==> config.mk <==
export PLATFORM = sky130hd
export DESIGN_NAME = wb_warmboot_ctl
export DESIGN_NICKNAME = d
export VERILOG_FILES = /design/src/rtl/wb_warmboot_ctl.sv
export SDC_FILE = /design/constraint.sdc
export NUM_CORES = 1
export LEC_CHECK = 0
export ABC_AREA = 0
export BUFFER_PORTS_ARGS = -buffer_cell sky130_fd_sc_hd__buf_4
export CORE_ASPECT_RATIO = 2
export CORE_MARGIN = 5
export CORE_UTILIZATION = 55
export DETAILED_ROUTE_END_ITERATION = 6
export GPL_TIMING_DRIVEN = 1
export PLACE_DENSITY = 0.78
export SLEW_MARGIN = 20
export SYNTH_ARGS = -nofsm -noshare
export SYNTH_HDL_FRONTEND = slang
export SYNTH_SLANG_ARGS = --single-unit
==> constraint.sdc <==
create_clock -name clk -period 3.9 [get_ports clk]
set_input_delay 0.78 -clock clk [delete_from_list [all_inputs] [get_ports clk]]
set_output_delay 0.78 -clock clk [all_outputs]
set_load 0.01 [all_outputs]
==> src/rtl/wb_warmboot_ctl.sv <==
// wb_warmboot_ctl: Wishbone slot-0 slave that gates the dfu_helper warm-boot request behind a key,
// a programmable countdown and an abort path. Optional macro WARMBOOT_BTN_ABORT_EN adds a button abort.
module wb_warmboot_ctl #(
  parameter int                     DELAY_WIDTH = 24,
  parameter logic [DELAY_WIDTH-1:0] DELAY_RESET = 24'd240000,
  parameter logic [31:0]            KEY         = 32'hB007CAFE
) (
  input  logic        clk,
  input  logic        rst_n,
  input  logic [1:0]  wb_addr,
  input  logic [31:0] wb_wdata,
  output logic [31:0] wb_rdata,
  input  logic        wb_we,
  input  logic        wb_cyc,
  output logic        wb_ack,
`ifdef WARMBOOT_BTN_ABORT_EN
  input  logic        btn_abort,
`endif
  output logic        boot_now,
  output logic [1:0]  boot_sel,
  output logic        busy
);

  typedef enum logic [1:0] {
    ST_IDLE  = 2'd0,
    ST_ARMED = 2'd1,
    ST_COUNT = 2'd2,
    ST_BOOT  = 2'd3
  } state_t;

  localparam int                     PAD_W   = 32 - DELAY_WIDTH;
  localparam logic [DELAY_WIDTH-1:0] CNT_ONE = {{(DELAY_WIDTH-1){1'b0}}, 1'b1};

  state_t                 state_r, state_n;
  logic [DELAY_WIDTH-1:0] delay_r, delay_n;
  logic [DELAY_WIDTH-1:0] count_r, count_n;
  logic [1:0]             boot_sel_r, sel_n;
  logic                   boot_now_r, boot_now_n;
  logic                   cyc_q_r;
  logic                   ack_r;
  logic [31:0]            rdata_r;
  logic [31:0]            rd_s;

  logic acc_s, wr_s, csr_wr_s, key_wr_s, delay_wr_s;
  logic abort_s, go_s, key_ok_s, key_bad_s, cfg_open_s;
  logic btn_evt_s, btn_flag_s;

  // One access per rising edge of wb_cyc; the ack register blocks a second strobe.
  assign acc_s      = wb_cyc & ~cyc_q_r & ~ack_r;
  assign wr_s       = acc_s & wb_we;
  assign csr_wr_s   = wr_s & (wb_addr == 2'd0);
  assign key_wr_s   = wr_s & (wb_addr == 2'd1);
  assign delay_wr_s = wr_s & (wb_addr == 2'd2);
  assign abort_s    = csr_wr_s & wb_wdata[3];
  assign go_s       = csr_wr_s & wb_wdata[2] & ~wb_wdata[3];
  assign cfg_open_s = (state_r == ST_IDLE) || (state_r == ST_ARMED);
  assign key_ok_s   = key_wr_s & (wb_wdata == KEY) & cfg_open_s;
  assign key_bad_s  = key_wr_s & (wb_wdata != KEY);

`ifdef WARMBOOT_BTN_ABORT_EN
  logic btn_meta_r, btn_sync_r, btn_prev_r, btn_flag_r;

  assign btn_evt_s  = btn_sync_r & ~btn_prev_r &
                      ((state_r == ST_ARMED) || (state_r == ST_COUNT));
  assign btn_flag_s = btn_flag_r;

  // Button synchronizer, edge detect and sticky aborted-by-button flag.
  always_ff @(posedge clk or negedge rst_n) begin
    if (!rst_n) begin
      btn_meta_r <= 1'b0;
      btn_sync_r <= 1'b0;
      btn_prev_r <= 1'b0;
      btn_flag_r <= 1'b0;
    end else begin
      btn_meta_r <= btn_abort;
      btn_sync_r <= btn_meta_r;
      btn_prev_r <= btn_sync_r;
      if (btn_evt_s) begin
        btn_flag_r <= 1'b1;
      end else if (key_ok_s) begin
        btn_flag_r <= 1'b0;
      end else begin
        btn_flag_r <= btn_flag_r;
      end
    end
  end
`else
  assign btn_evt_s  = 1'b0;
  assign btn_flag_s = 1'b0;
`endif

  // Next-state logic for the boot sequencer and its configuration registers.
  always_comb begin
    state_n = state_r;
    count_n = count_r;
    case (state_r)
      ST_IDLE: begin
        if (key_ok_s) begin
          state_n = ST_ARMED;
        end else begin
          state_n = ST_IDLE;
        end
      end
      ST_ARMED: begin
        if (abort_s || key_bad_s || btn_evt_s) begin
          state_n = ST_IDLE;
        end else if (go_s) begin
          state_n = ST_COUNT;
          count_n = delay_r;
        end else begin
          state_n = ST_ARMED;
        end
      end
      ST_COUNT: begin
        if (abort_s || btn_evt_s) begin
          state_n = ST_IDLE;
          count_n = {DELAY_WIDTH{1'b0}};
        end else if (count_r == {DELAY_WIDTH{1'b0}}) begin
          state_n = ST_BOOT;
        end else begin
          count_n = count_r - CNT_ONE;
        end
      end
      ST_BOOT: begin
        state_n = ST_BOOT;
      end
      default: begin
        state_n = ST_IDLE;
        count_n = {DELAY_WIDTH{1'b0}};
      end
    endcase

    // boot_sel and DELAY are frozen once the countdown has started.
    if (csr_wr_s && cfg_open_s) begin
      sel_n = wb_wdata[1:0];
    end else begin
      sel_n = boot_sel_r;
    end
    if (delay_wr_s && cfg_open_s) begin
      delay_n = wb_wdata[DELAY_WIDTH-1:0];
    end else begin
      delay_n = delay_r;
    end
    boot_now_n = boot_now_r | (state_n == ST_BOOT);
  end

  // Register read multiplexer, sampled into rdata_r on the ack cycle.
  always_comb begin
    rd_s = 32'd0;
    case (wb_addr)
      2'd0:    rd_s = {26'd0, btn_flag_s, boot_now_r, state_r, boot_sel_r};
      2'd1:    rd_s = {31'd0, (state_r != ST_IDLE)};
      2'd2:    rd_s = {{PAD_W{1'b0}}, delay_r};
      2'd3:    rd_s = {{PAD_W{1'b0}}, count_r};
      default: rd_s = 32'd0;
    endcase
  end

  // State, configuration and bus response registers.
  always_ff @(posedge clk or negedge rst_n) begin
    if (!rst_n) begin
      state_r    <= ST_IDLE;
      delay_r    <= DELAY_RESET;
      count_r    <= {DELAY_WIDTH{1'b0}};
      boot_sel_r <= 2'd0;
      boot_now_r <= 1'b0;
      cyc_q_r    <= 1'b0;
      ack_r      <= 1'b0;
      rdata_r    <= 32'd0;
    end else begin
      state_r    <= state_n;
      delay_r    <= delay_n;
      count_r    <= count_n;
      boot_sel_r <= sel_n;
      boot_now_r <= boot_now_n;
      cyc_q_r    <= wb_cyc;
      ack_r      <= acc_s;
      rdata_r    <= (acc_s && !wb_we) ? rd_s : 32'd0;
    end
  end

  assign wb_ack   = ack_r;
  assign wb_rdata = rdata_r;
  assign boot_now = boot_now_r;
  assign boot_sel = boot_sel_r;
  assign busy     = (state_r != ST_IDLE);

endmodule

Yosys cells after proc, flatten, opt, wreduce, memory -nomap -nowiden

Index checks and enable logic that the tools add are counted.

Register bits: 87
Input bits: 38
Output and inout port bits: 37

Add/sub/neg operators: 1
Eq/ne operators: 12
Muxes and demuxes: 13
Bitwise operators: 16
Reduce and logical (&&, ||, !) cells: 12

Operators with widths:

| cell                    | number |
|---|---|
| $pmux W32 S4            | 1 |
| $mux W24                | 4 |
| $pmux W24 S2            | 1 |
| $eq A32 B32 Y1 const B  | 1 |
| $mux W32                | 1 |
| $ne A32 B32 Y1 const B  | 1 |
| $logic_not A24 Y1       | 1 |
| $sub A24 B1 Y24 const B | 1 |
| $and A1 B1 Y1           | 12 |
| $eq A2 B2 Y1 const B    | 5 |
| $mux W2                 | 4 |
| $pmux W2 S4             | 1 |
| $eq A2 B1 Y1 const B    | 2 |
| $logic_not A2 Y1        | 2 |
| $ne A2 B2 Y1 const B    | 2 |
| $reduce_and A4 Y1       | 1 |
| $reduce_bool A2 Y1      | 2 |
| $logic_and A1 B1 Y1     | 3 |
| $ne A3 B3 Y1 const B    | 1 |
| $not A1 Y1              | 3 |
| $logic_or A1 B1 Y1      | 2 |
| $logic_not A1 Y1        | 1 |
| $mux W1                 | 1 |
| $or A1 B1 Y1            | 1 |

Longest topological paths before layout

Gate-level depths: netlist of run 1.

Depth in word-level cells: 12
Mapped depth: 7
Gate-level depth less buffers: 7

Worst setup path after synthesis of run 1

OpenSTA, ideal clock, no wires.

Path kind: input port to flip-flop
Start point: input port wb_we
End point: register count_r[6]
Arrival time: 2,564 ps
Path slack: 1,207 ps
Stages: 7
Buffers on the path: 2
Cell sequence: clkbuf_1 > or4b_2 > o31ai_4 > o41ai_4 > buf_6 > o21ai_0 > o21ai_0

Longest elaborated chain between the ends: 6
Elaborated cells between the ends (all ways): 14

Ends and longest elaborated chain:

| element                                                    | RTL line   | source |
|---|---|---|
| start, declared                                            | 13         | `input logic wb_we,` |
| $and A1 B1 Y1 *                                            | 50         | `assign wr_s = acc_s & wb_we;` |
| $and A1 B1 Y1, on equally long branches                    | 51, 52     |  |
| $and A1 B1 Y1, on equally long branches                    | 55, 54, 58 |  |
| $and A1 B1 Y1 / $logic_or A1 B1 Y1 (equally long branches) | 55, 105    |  |
| $ne A2 B2 Y1 (no line)                                     | -          |  |
| $reduce_and A4 Y1 (no line)                                | -          |  |
| end signal, assigned                                       | 164        | `count_r <= {DELAY_WIDTH{1'b0}};` |
| end signal, assigned                                       | 173        | `count_r <= count_n;` |
| end, declared                                              | 36         | `logic [DELAY_WIDTH-1:0] count_r, count_n;` |

Every way passes the cells marked *; elsewhere a longest branch is shown, timed or not.
A chain may end at the register's enable or synchronous reset.

Worst setup path after layout of run 1

Start point: input port wb_addr[0]
End point: register count_r[4]

Longest elaborated chain between the ends: 6
Elaborated cells between the ends (all ways): 15

Ends and longest elaborated chain:

| element                                                    | RTL line   | source |
|---|---|---|
| start, declared                                            | 10         | `input logic [1:0] wb_addr,` |
| $eq A2 B1 Y1 / $logic_not A2 Y1 (equally long branches)    | 52, 51     |  |
| $and A1 B1 Y1, on equally long branches                    | 52, 51     |  |
| $and A1 B1 Y1, on equally long branches                    | 58, 54, 55 |  |
| $logic_or A1 B1 Y1 / $and A1 B1 Y1 (equally long branches) | 105, 55    |  |
| $ne A2 B2 Y1 (no line)                                     | -          |  |
| $reduce_and A4 Y1 (no line)                                | -          |  |

Several ways; a longest one is shown, not always the timed one.

==> summary.md, run 1 <==
| Metric | Value |
|---|---|
| DR vias/cell | `6.20` |
| Final wirelength | `10,200 microns` |
| CTS Hold Bufs | `0` |
| Pre-antenna DRT Iters | `6` |
| Post-DP HPWL | `7160 microns` |
| Final cell count without fillers | `536` |
| CTS tree | `yes` |
| Clock transition at path regs | `0.06 ns` |
| P&R area growth vs syn | `21.5%` |
| Worst Path Arrival | `2.98 ns` |
| Drt drc | `0` |
| Setup tns final | `0 ns` |
| H-tree depth | `3` |
| Routed wire per std cell | `19.1 microns` |
| EDFF count, synth | `0` |
| Antenna Cells | `0` |
| Leak | `around 0.0022 uW` |
| Main synth FF type | `dfrtp_1` |
| Total chip power | `3070 uW` |
| Final worst-path cycle share | `71.2%` |
| Register-to-Register Path Depth | `5` |
| Worst vdd ir | `0.000513 V` |
| Core region area | `7160 sq um` |
| CP startpoint kind | `input pin` |
| Max-slew headroom | `45.0%` |
| Warnings, synthesis | `0` |
| Vias in the first global route | `3,365` |
| Number of buffers inserted by post-CTS setup repair | `0` |
| Worst Tran Pin Value | `just over 0.8 ns` |
| Port bufs | `66` |
| Antenna Violating Nets Remaining | `0` |
| Asr flop ratio synth | `100%` |
| Min-Delay Path Class | `in -> async` |
| Share of cells above drive strength 1 | `30.4%` |
| Post-synth cell types | `57` |
| Rows | `44` |
| CTS root buffer | `clkbuf_16` |
| IO Count | `75` |
| Clock period minus final worst setup slack | `2.78 ns` |
| PwrDens | `634 nW/um^2` |
| Mapped Cells | `374` |
| Max cap viols | `0` |
| Resized Gates After CTS | `0` |
| DIE WIDTH | `70.2 microns` |
| Area contributors post-synth | `dfrtp_1, mux2_2, mux2i_1` |
| Slew Limit Fails | `0` |
| Worst clock skew | `0.00431 ns` |
| CTS max path bufs | `2` |
| Sequential share of the synthesized area | `49.9%` |
| Outcome | `finished clean` |
| R2r startpoint | `cyc_q_r` |
| GRT Residual Overflow | `0` |
| RSZ-0062 raised after global routing | `false` |
| Mapped cell area | `3980 sq um` |
| Peak Freq | `around 360 MHz` |
| Final net count | `478` |
| CP Capture Type | `register` |
| Synth area leader | `dfrtp_1` |
| Height of the die | `130 microns` |
| Most common cell in the netlist | `dfrtp_1` |
| Hold Vio Cnt, Final | `0` |
| Worst endpoint required time | `4.10 ns` |
| Vias post-DR | `3,325` |
| Syn Area/Cell | `10.6 sq um` |
| Full die area | `between 9000 and 10,000 sq um` |
| Largest net degree at the start of global routing | `80` |
| Initial core utilization | `55.6%` |
| TritonCTS buffer count | `9` |
| Initial antenna violation count | `0` |
| Reg-to-reg endpoint | `delay_r[3]` |
| DRT iter0 DRCs | `233` |
| Area share of the leading cell type in the synthesized netlist | `45.3%` |
| Final count of negative-setup-slack endpoints | `0` |
| Synth Register Bits | `79` |
| GRT Util Overall | `between 20% and 30%` |
| Worst slack, placed | `0.760 ns` |
| Cells after DPL | `519` |
| First-pass GRT wire length | `16,500 microns` |
| Setup slack after layout | `~1.1 ns` |
| Crit Path Category | `in -> reg` |
| Commonest cells in the synthesized netlist | `dfrtp_1, nor2_1, o21ai_0` |
| Crit-path max FO | `30` |
| Worst skew pair latency | `0.34 ns` |
| # clock sinks | `79` |
| Global placer's final weighted congestion | `0.881` |
| FF-to-FF setup slack | `~1.3 ns` |
## metrics by stage
stage | cell area [sq um] | hold slack (ns) | util [%]
final | 4840 | 0.317 | 67.6
after global routing | 4840 | 0.335 | 67.6
after CTS | 4810 | 0.527 | 67.2
after detailed placement | 4520 | 0.506 | 63.1
after global placement | 4520 | 0.501 | 63.1
after floorplan | 4010 | 0.484 | -
## kinds of logic after synthesis
logic type | synth area share, %
muxes | 13.8
other | 0.0942
adders and majority gates | 0.314
DFF | 49.9
buffers and inverters | 4.65
AOI/OAI and AO/OA | 16.1
and+or+nand+nor | 15.1
## registers in the layout (all words and copies together), names as in the netlist
| name | flops |
|---|---|
| boot_now | 1 |
| wb_rdata | 24 |
| cyc_q_r | 1 |
| delay_r | 24 |
| boot_sel | 2 |
| state_r | 2 |
| wb_ack | 1 |
| count_r | 24 |
## cells in the final DEF (no fill, tap or decap), types with 3 or more instances in the layout
| cell | Yosys | final |
|---|---|---|
| buf_4 | 9 | 73 |
| a31oi_1 | 4 | 4 |
| a32o_1 | 3 | 3 |
| nand2b_1 | 3 | 3 |
| inv_1 | 8 | 8 |
| nor3_1 | 11 | 11 |
| nand2_1 | 16 | 16 |
| or4_1 | 5 | 5 |
| nor4_1 | 4 | 4 |
| a22oi_1 | 10 | 10 |
| a41oi_1 | 3 | 3 |
| or4b_2 | 3 | 3 |
| conb_1 | 1 | 8 |
| nand3b_1 | 3 | 3 |
| dfstp_2 | 7 | 7 |
| mux2i_1 | 19 | 19 |
| a32oi_1 | 9 | 9 |
| nand4_1 | 3 | 3 |
| nand3_1 | 7 | 7 |
| nor2_1 | 43 | 43 |
| dfrtp_1 | 72 | 72 |
| clkbuf_16 | 0 | 9 |
| o21ai_0 | 33 | 33 |
| a21oi_1 | 13 | 13 |
| mux2_2 | 30 | 30 |
| clkinv_2 | 0 | 3 |
## metal layers
metal	track usage (%)	part of all wire (%)	vias up
li1	-	-	1512
met1	26.8	39	1647
met2	40.2	53	135
met3	4.47	5.5	31
met4	12.4	3.2	0
met5	0	0	-
## worst max-delay path by stage
| stage | start | end |
|---|---|---|
| floorplan | wb_we | count_r[6] |
| global placement | wb_addr[0] | count_r[10] |
| detailed placement | wb_cyc | delay_r[4] |
| CTS | wb_cyc | delay_r[4] |
| global route | wb_addr[0] | count_r[12] |
| finish | wb_addr[0] | count_r[4] |
## final cells by class
cell class | instances | area (sq um)
fillers | 598 | 2320
clock buffers | 12 | 246
inverters | 9 | 33.8
well taps | 92 | 115
multi-input cells | 266 | 1840
clock inverters | 4 | 45.0
repair buffers | 74 | 576
flip-flops and latches | 79 | 1990
## critical path, cell delays in order
cell,delay [ns]
buf_4,0.26
or4b_2,0.71
o31ai_4,0.47
o41ai_4,0.16
buf_4,0.21
o21ai_0,0.22
o21ai_0,0.14
## where the power goes
part / internal, uW / leakage, uW / switching (uW)
clock network: 509 / 0.000146 / 308
logic: 418 / 0.00103 / 697
registers: 970 / 0.00103 / 163
total: 1900 / 0.00221 / 1170
No activity file was read; power rests on OpenSTA's default activity.
==> run 2, diff against run 1 <==
ABC_AREA = 1   (was 0)
PLACE_DENSITY = 0.77   (was 0.78)
clock period = 2.6 ns   (was 3.9 ns; I/O delays follow)
==> run 2 against run 1 <==
Sequential share of layout area shrank 3.5 points. Register-to-register slack worse by 0.80 ns. Global-route usage rose by 4.7 points. Final area rose by 9.3%. Clock power rose by 68%. Utilization down 0.56 points. Via count is 29% higher. Largest power group unchanged.
==> summary.md, run 2 <==
| Metric | Value |
|---|---|
| EDFF count, synth | `0 (unchanged)` |
| Clock Power Share | `42.6% (+16 points)` |
| Crit-path max FO | `24 (-20%)` |
| Main synth FF type | `dfrtp_1` |
| Vias in the first global route | `4,337 (+29%)` |
| Post-synthesis mux area share | `1.79% (-12 points)` |
| Instance area at placement | `4970 sq um (+9.9%)` |
| P&R area growth vs syn | `20.0%` |
| Slowest stage cell, crit path | `dfrtp_1` |
| Full die area | `10,000 sq um (+9.5%)` |
| Switch share | `26.6% (-12 points)` |
| Hold Vio Cnt, Final | `0 (unchanged)` |
| Min-Delay Path Class | `in -> async` |
| Final net count | `705 (+47%)` |
| Compound-Gate Fraction of Synth Area | `7.78% (-8.3 points)` |
| CTS root buffer | `clkbuf_16` |
| IO Count | `75 (unchanged)` |
| Cell family with most CP delay | `simple AND/OR/NAND/NOR gates` |
| Height of the die | `137 microns (+4.8%)` |
| Routed wire per std cell | `17.5 microns (-7.9%)` |
| Clock transition at path regs | `0.06 ns (about the same)` |
| Vias post-DR | `4,282 (+29%)` |
| Sequential share of the synthesized area | `45.1% (-4.8 points)` |
| Clock period minus final worst setup slack | `2.12 ns` |
| Area contributors post-synth | `dfrtp_1, nand2_1, nand3_1` |
| Resized Gates After CTS | `0 (unchanged)` |
| Peak Freq | `around 470 MHz` |
| Final Util | `67.0% (-0.56 points)` |
| H-tree depth | `3 (unchanged)` |
| DRT iter0 DRCs | `400 (+72%)` |
| Drt drc | `0 (unchanged)` |
| Share of cells above drive strength 1 | `17.3% (-13 points)` |
| Final instance area | `5290 sq um (+9.3%)` |
| Slew Limit Fails | `0 (unchanged)` |
| Mapped Cells | `603 (+61%)` |
| Max-slew headroom | `54.0% (+8.9 points)` |
| Leading cell types in the layout, fill and taps excluded | `nand2_1, dfrtp_1, buf_4, nand3_1, nor2_1` |
| Buf+Inv Stages, Crit Path | `1 (-1)` |
| RSZ-0062 raised after global routing | `false` |
| Port bufs | `66 (unchanged)` |
| Max incr delay on CP | `0.41 ns (-0.30 ns)` |
| Initial core utilization | `55.9% (+0.26 points)` |
| DR vias/cell | `5.58 (-10%)` |
| Syn Area/Cell | `7.31 sq um (-31%)` |
| CP most frequent cell | `nand2_1` |
| Worst vdd ir | `0.000472 V (-7.9%)` |
| Final worst-path cycle share | `81.5%` |
| Setup slack after layout | `0.482 ns (-0.643 ns)` |
| Crit Path Category | `reg -> reg` |
| Post-DP HPWL | `10,100 microns (+41%)` |
| Initial antenna violation count | `0 (unchanged)` |
| Worst endpoint required time | `2.88 ns (-1.22 ns)` |
| Synth Register Bits | `79 (unchanged)` |
| # clock sinks | `79 (unchanged)` |
| Mapped cell area | `4410 sq um (+11%)` |
| Worst Tran Pin Value | `0.690 ns (-0.132 ns)` |
| Worst skew pair latency | `0.35 ns (about the same)` |
| Worst Path Arrival | `2.40 ns (-0.58 ns)` |
| Core region area | `7890 sq um (+10%)` |
| Rows | `46 (+4.5%)` |
| Final cell count without fillers | `767 (+43%)` |
| Outcome | `finished clean` |
| Worst clock skew | `0.00830 ns (+0.00399 ns)` |
| PwrDens | `609 nW/um^2 (-3.8%)` |
| First-pass GRT wire length | `20,900 microns (+26%)` |
| Setup tns final | `0 ns (unchanged)` |
| Max cap viols | `0 (unchanged)` |
| DIE WIDTH | `73.3 microns (+4.5%)` |
| Leak | `0.00265 uW (+20%)` |
| CTS max path bufs | `2 (unchanged)` |
| Register share of total power | `44.7% (+7.7 points)` |
| Combinational Power Share | `12.7% (-24 points)` |
| Worst slack, placed | `0.351 ns (-0.409 ns)` |
| Global placer's final weighted congestion | `0.973 (+10%)` |
| Pint | `2360 uW (+25%)` |
| Number of buffers inserted by post-CTS setup repair | `0 (unchanged)` |
| Crit-path cells | `inv_1, ha_1, nand2_1, nor2_2, nand4_1, nor2_4, nor2_8, nand2_4, nand2_1, nand2_1` |
| Fill count | `669 (+12%)` |
| GRT Util Overall | `27.9% (+4.7 points)` |
| NetSw | `857 uW (-27%)` |
| Pre-antenna DRT Iters | `5 (-1)` |
| GRT Residual Overflow | `0 (unchanged)` |
| Antenna Cells | `0 (unchanged)` |
| Final count of negative-setup-slack endpoints | `0 (unchanged)` |
| Cells after DPL | `751 (+45%)` |
| Antenna Violating Nets Remaining | `0 (unchanged)` |
| Area share of the leading cell type in the synthesized netlist | `40.9% (-4.4 points)` |
| Asr flop ratio synth | `100% (unchanged)` |
| Synth area leader | `dfrtp_1` |
| Warnings, synthesis | `0 (unchanged)` |
| Post-Synth Simple-Gate Area | `34.3% (+19 points)` |
| Most common cell in the netlist | `nand2_1` |
| Largest family of logic cells by synthesized area | `simple AND/OR/NAND/NOR gates` |
| CP startpoint kind | `register` |
| XOR/XNOR Fraction of Synth Area | `1.59% (+1.6 points)` |
| CTS Hold Bufs | `0 (unchanged)` |
| Commonest cells in the synthesized netlist | `nand2_1, dfrtp_1, nand3_1` |
| Synth Area in Adders | `0.284% (-0.030 points)` |
| Final wirelength | `13,500 microns (+32%)` |
| Post-synth cell types | `34 (-40%)` |
| TritonCTS buffer count | `9 (unchanged)` |
| CTS tree | `yes` |
| Largest net degree at the start of global routing | `43 (-46%)` |
| CP Capture Type | `register` |
| Most common cell after layout, fill and taps aside | `nand2_1` |
==> run 2: layout make-up <==
class / instances / area [sq um] / share of cell area, %
Multi-Input combinational cell: 440 / 2050 / 38.7
Sequential cell: 79 / 1990 / 37.6
Timing Repair Buffer: 74 / 581 / 11.0
Inverter: 62 / 233 / 4.40
Clock buffer: 10 / 229 / 4.33
Tap cell: 96 / 120 / 2.27
Clock inverter: 6 / 91.3 / 1.73
==> run 2: per-layer routing <==
metal	global-route usage, %	up-vias	wire length, microns
met3	5.00	67	550
met2	50.9	169	7500
met5	0	-	0
met4	20.3	0	1060
met1	26.7	2014	4340
li1	-	2032	-
==> run 2: path summary, 6_finish.rpt <==
path | from | to | slack (ns) | depth (start not counted)
setup / recovery | count_r[0] | count_r[14] | 0.48 | 10
hold / removal | rst_n | count_r[14] | 0.17 | 1
setup reg to reg | count_r[0] | count_r[14] | 0.48 | 10
hold reg to reg | boot_now | boot_now | 0.49 | 2
max in group asynchronous | rst_n | delay_r[7] | 1.77 | 2
min in group clk | wb_cyc | cyc_q_r | 0.28 | 1
==> run 2: logic make-up after synthesis <==
kind of cell | count (synthesis)
muxes | 7
other | 1
buffers and inverters | 91
xor gates and xnor gates | 8
adders and majority gates | 1
DFF | 79
and+or+nand+nor | 352
AOI/OAI and AO/OA | 64
==> run 2: power groups by stage <==
| stage | combinational [uW] | sequential [uW] | clock (uW) |
|---|---|---|---|
| finish | 410 | 1440 | 1370 |
| global placement | 394 | 1460 | 0 |
| floorplan | 225 | 1420 | 0 |
| global route | 451 | 1450 | 1430 |
| CTS | 410 | 1440 | 1390 |
| detailed placement | 407 | 1460 | 0 |
==> run 2: through the flow <==
step / power [uW] / hold slack, ns
finish: 3220 / 0.172
global route: 3330 / 0.220
CTS: 3230 / 0.189
detailed placement: 1870 / 0.471
global placement: 1850 / 0.472
floorplan: 1650 / 0.224
